--- src/rtl/tour_sequencer.sv ---
// Steps a solved knight's tour through the command processor, two legs per move.
// Host commands pass straight through whenever no tour is running.
module tour_sequencer #(
    parameter int unsigned NUM_MOVES = 24
) (
    input  logic        clk,
    input  logic        rst,
    input  logic        i_start_tour,
    input  logic [7:0]  i_move,
    output logic [4:0]  o_mv_indx,
    input  logic [15:0] i_cmd_uart,
    input  logic        i_cmd_rdy_uart,
    output logic        o_clr_cmd_rdy_uart,
    output logic [15:0] o_cmd,
    output logic        o_cmd_rdy,
    input  logic        i_clr_cmd_rdy,
    input  logic        i_send_resp,
    output logic [7:0]  o_resp
);

    localparam logic [4:0] LastIdx = 5'(NUM_MOVES - 1);

    typedef enum logic [2:0] {
        StIdle,
        StVert,
        StWaitV,
        StHorz,
        StWaitH
    } state_t;

    state_t      r_state;
    logic [4:0]  r_mv_indx;

    logic        w_dx_neg;
    logic [3:0]  w_dx_mag;
    logic        w_dy_neg;
    logic [3:0]  w_dy_mag;
    logic        w_move_valid;
    logic        w_last;
    logic [15:0] w_vert_cmd;
    logic [15:0] w_horz_cmd;

    // Lowest set bit wins for multi-hot moves.
    always_comb begin
        w_dx_neg = 1'b0;
        w_dx_mag = 4'd0;
        w_dy_neg = 1'b0;
        w_dy_mag = 4'd0;
        if (i_move[0]) begin
            w_dx_neg = 1'b1; w_dx_mag = 4'd1; w_dy_mag = 4'd2;
        end else if (i_move[1]) begin
            w_dx_mag = 4'd1; w_dy_mag = 4'd2;
        end else if (i_move[2]) begin
            w_dx_neg = 1'b1; w_dx_mag = 4'd2; w_dy_mag = 4'd1;
        end else if (i_move[3]) begin
            w_dx_neg = 1'b1; w_dx_mag = 4'd2; w_dy_neg = 1'b1; w_dy_mag = 4'd1;
        end else if (i_move[4]) begin
            w_dx_neg = 1'b1; w_dx_mag = 4'd1; w_dy_neg = 1'b1; w_dy_mag = 4'd2;
        end else if (i_move[5]) begin
            w_dx_mag = 4'd1; w_dy_neg = 1'b1; w_dy_mag = 4'd2;
        end else if (i_move[6]) begin
            w_dx_mag = 4'd2; w_dy_neg = 1'b1; w_dy_mag = 4'd1;
        end else if (i_move[7]) begin
            w_dx_mag = 4'd2; w_dy_mag = 4'd1;
        end
    end

    assign w_move_valid = |i_move;
    assign w_last       = (r_mv_indx == LastIdx);
    assign w_vert_cmd   = {4'h2, (w_dy_neg ? 8'hFF : 8'h00), w_dy_mag};
    assign w_horz_cmd   = {4'h3, (w_dx_neg ? 8'h7F : 8'h3F), w_dx_mag};
    assign o_mv_indx    = r_mv_indx;

    always_ff @(posedge clk or posedge rst) begin
        if (rst) begin
            r_state   <= StIdle;
            r_mv_indx <= 5'd0;
        end else begin
            case (r_state)
                StIdle: begin
                    if (i_start_tour) begin
                        r_mv_indx <= 5'd0;
                        r_state   <= StVert;
                    end
                end
                StVert: begin
                    // An empty move means the solver handed over a broken tour.
                    if (!w_move_valid) begin
                        r_state <= StIdle;
                    end else if (i_clr_cmd_rdy) begin
                        r_state <= StWaitV;
                    end
                end
                StWaitV: begin
                    if (i_send_resp) begin
                        r_state <= StHorz;
                    end
                end
                StHorz: begin
                    if (i_clr_cmd_rdy) begin
                        r_state <= StWaitH;
                    end
                end
                StWaitH: begin
                    if (i_send_resp) begin
                        if (w_last) begin
                            r_state <= StIdle;
                        end else begin
                            r_mv_indx <= r_mv_indx + 5'd1;
                            r_state   <= StVert;
                        end
                    end
                end
                default: r_state <= StIdle;
            endcase
        end
    end

    always_comb begin
        o_cmd              = i_cmd_uart;
        o_cmd_rdy          = 1'b0;
        o_clr_cmd_rdy_uart = 1'b0;
        o_resp             = 8'h5A;
        case (r_state)
            StVert: begin
                o_cmd     = w_vert_cmd;
                o_cmd_rdy = w_move_valid;
            end
            StWaitV: o_cmd = w_vert_cmd;
            StHorz: begin
                o_cmd     = w_horz_cmd;
                o_cmd_rdy = 1'b1;
            end
            StWaitH: begin
                o_cmd = w_horz_cmd;
                if (w_last) begin
                    o_resp = 8'hA5;
                end
            end
            default: begin
                o_cmd_rdy          = i_cmd_rdy_uart;
                o_clr_cmd_rdy_uart = i_clr_cmd_rdy;
                o_resp             = 8'hA5;
            end
        endcase
    end

endmodule
--- config.mk ---
export PLATFORM = sky130hd
export DESIGN_NAME = tour_sequencer
export DESIGN_NICKNAME = d
export VERILOG_FILES = /design/src/rtl/tour_sequencer.sv
export SDC_FILE = /design/constraint.sdc
export NUM_CORES = 1
export LEC_CHECK = 0
export ABC_AREA = 1
export CAP_MARGIN = 20
export CELL_PAD_IN_SITES_DETAIL_PLACEMENT = 0
export CELL_PAD_IN_SITES_GLOBAL_PLACEMENT = 1
export CORE_MARGIN = 2
export CORE_UTILIZATION = 22
export CTS_CLUSTER_SIZE = 20
export DETAILED_ROUTE_END_ITERATION = 10
export GPL_TIMING_DRIVEN = 0
export MAX_ROUTING_LAYER = met4
export PLACE_DENSITY_LB_ADDON = 0.2
export SLEW_MARGIN = 20
export SYNTH_ARGS = -nofsm -noshare
export SYNTH_HDL_FRONTEND = slang
export SYNTH_SLANG_ARGS = --single-unit
--- constraint.sdc ---
create_clock -name clk -period 2.2 [get_ports clk]
set_input_delay 0.44 -clock clk [delete_from_list [all_inputs] [get_ports clk]]
set_output_delay 0.44 -clock clk [all_outputs]
set_load 0.02 [all_outputs]
==> impl_metrics.py, run 1 <==
metrics = {
    "routing": {
        "drc": 0,
        "drt-vias-per-instance": 4.17,
        "drt_wl_total_mm": 2.81,
        "final_antenna_net_count": 0,
        "vias": 1133,
        "drtPass1Iterations": 4,
        "wl_per_cell_um": 10.3,
        "dr.first_iter.drc_count": 27,
    },
    "timing": {
        "layout_setup_ws_ps": 59.2,
        "finalSetupViolCount": 0,
        "maxSlewViolCount": 0,
        "fmax_mhz": 467,
        "fin_crit_ps": 2140,
        "hold_slack_ps": 469,
        "max_slew_margin_pct": 78.1,
        "fin_skew_ps": 5.62,
        "hold_violations": 0,
        "rsz0062_at_grt": "yes",
        "period_share_pct": 97.3,
        "tightest_slew_ps": 328,
    },
    "cells_and_area": {
        "drive_above_1_share_pct": 27.5,
        "n_antenna_cell": 0,
        "nFillCells": 430,
        "fin_area_um2": 1630,
        "nets": 255,
        "area_delta_synth_final_pct": 78.2,
        "mostFrequentLayoutCell": "nand2_1",
        "most-common-layout-cells": "nand2_1, clkdlybuf4s50_1, inv_1",
    },
    "setup_path": {
        "crit_path_start_kind": "flop",
        "crit_arrival_ps": 1700,
        "cp_max_fo": 7,
        "cp.required_ps": 1760,
        "path_class": "reg2out",
        "cp-end-kind": "output port",
    },
    "job": {
        "maxCapViolations": 0,
    },
    "synth": {
        "synthesis.nets": 182,
        "netlist_instances": 151,
        "synth_seq_area_share_pct": 21.9,
        "yosysUniqueCellTypes": 22,
        "syn-cell-area_um2": 915,
        "yosysWarnings": 0,
        "ys_seq_elements": 8,
        "synth.avg_cell_area_um2": 6.06,
    },
    "run_status": {
        "status": "finished clean",
    },
    "place": {
        "dp_worst_setup_slack_ps": -407,
        "dp_hpwl_mm": 2.26,
        "place.port_buffers": 60,
        "placed_area_um2": 1580,
        "finalWeightedCongestion": 0.812,
    },
    "floorplanning": {
        "io_pins": 61,
        "fp.coreArea_um2": 4000,
        "die_w_um": 68.5,
        "dieArea_um2": 4690,
        "start_util_pct": 22.9,
        "die_h_um": 68.5,
        "fp-row-count": 23,
    },
    "grt": {
        "grt-busiest-layer": "met2",
        "grt_max_degree": 11,
        "antenna_found_initial": 0,
        "grt_pass1_vias": 1061,
        "grt_usage_pct": 12.2,
        "grt_first_pass_wirelength_mm": 4.37,
        "grt_use_met1_pct": 14.4,
        "met3_usage_pct": 2.80,
        "overflow": 0,
        "use_met2_pct": 21.6,
    },
    "worst_hold_path": {
        "hold_path_class": "in2async",
    },
    "clocking": {
        "clock_path_buffers": 2,
        "path_clk_slew_ps": 40,
        "root_buffer": "clkbuf_8",
        "cts_num_sinks": 8,
        "cts_tree": "yes",
        "cts-buffers-inserted": 3,
        "clkLatencyLatePin_ps": 230,
        "h-tree-depth": 1,
    },
    "power_and_ir_drop": {
        "p_leak_nw": 0.884,
        "vdd_drop_max_uv": 603,
        "powerDensity_nw_per_um2": 1550,
    },
}
==> cell usage after synthesis, drive strengths merged <==
cell,number,area (µm²)
nand3,23,115
xor2,2,17.5
o21ai,5,25.0
nand4,3,33.8
ha,1,12.5
buf,8,67.6
inv,30,113
a31oi,1,6.26
nand2,44,188
dfrtp,8,200
or2,1,6.26
o2bb2ai,1,8.76
a21o,1,7.51
nor2,20,93.8
nor3,3,20.0
==> registers in the layout, indices dropped and copies added, names as in the netlist <==
register and count:
o_mv_indx 5, r_state 3
==> cell type report <==
class	count	area [µm²]	area share [%]
multi-input cells	105	572	35.1
repair buffers	68	572	35.1
flip-flops and latches	8	203	12.4
inverters	30	113	6.91
plain buffers	8	67.6	4.14
well taps	50	62.6	3.84
clock buffers	3	41.3	2.53
==> path summary, 6_finish.rpt <==
kind                                             to                     start  cells after the start  slack, ps
min                        o_mv_indx[1]$_DFFE_PP0P_                       rst                      2        470
max reg2reg                o_mv_indx[0]$_DFFE_PP0P_  o_mv_indx[0]$_DFFE_PP0P_                      8        750
min in group clk           o_mv_indx[2]$_DFFE_PP0P_  o_mv_indx[2]$_DFFE_PP0P_                      2        600
max in group asynchronous    r_state[1]$_DFFE_PP0P_                       rst                      2       1460
min reg2reg                o_mv_indx[2]$_DFFE_PP0P_  o_mv_indx[2]$_DFFE_PP0P_                      2        600
max                                       o_resp[7]    r_state[1]$_DFFE_PP0P_                      8         60
==> through the flow <==
| stage | cells | TNS, ps | util (%) | power, W |
|---|---|---|---|---|
| CTS | 269 | 0 | 42.2 | 0.00263 |
| finish | 272 | 0 | 40.8 | 0.00253 |
| floorplan | 151 | 0 | - | 0.00157 |
| global placement | 261 | -4400 | 39.5 | 0.00250 |
| global route | 272 | -47.7 | 40.8 | 0.00275 |
| detailed placement | 261 | -4620 | 39.5 | 0.00251 |
==> where the power goes <==
| group | internal (W) | switching (W) | total, W |
|---|---|---|---|
| Sequential | 0.000181 | 0.0000496 | 0.000230 |
| Clock | 0.000118 | 0.0000552 | 0.000174 |
| Combinational | 0.000877 | 0.00125 | 0.00213 |
| Total | 0.00118 | 0.00135 | 0.00253 |
==> layer usage <==
metal  wire length [µm]  up-vias
met5                  0        -
met4                 13        0
met3                186        2
met2               1400       32
met1               1220      497
li1                   -      602
==> worst max-delay path, stage by stage (launching register included) <==
cell	delay (ps)
dfrtp_2	470
nor2_2	170
nand2_4	110
nand2_4	110
nor2_8	60
nor2_4	130
inv_2	70
buf_4	130
clkdlybuf4s15_2	240
==> logic make-up after synthesis <==
family	share of synthesized area (%)
compound gates	5.20
xor+xnor	1.92
fa+ha+maj	1.37
buf+inv	19.7
flops	21.9
simple gates	49.9
==> what timing repair did <==
action / CTS / global route
setup endpoints to repair: 26 / 19
resized for setup: 64 / 29
pin swaps: 5 / 2
buffers inserted: 5 / 3
hold buffers: 0 / 0
gates cloned: 0 / 0
(Power assumes the default switching activity.)
==> run 2, diff against run 1 <==
- HOLD_SLACK_MARGIN: not set -> 0.06
- TNS_END_PERCENT: not set -> 100
==> results of run 2 <==
The final DEF is identical to that of run 1; final timing and power are the same.
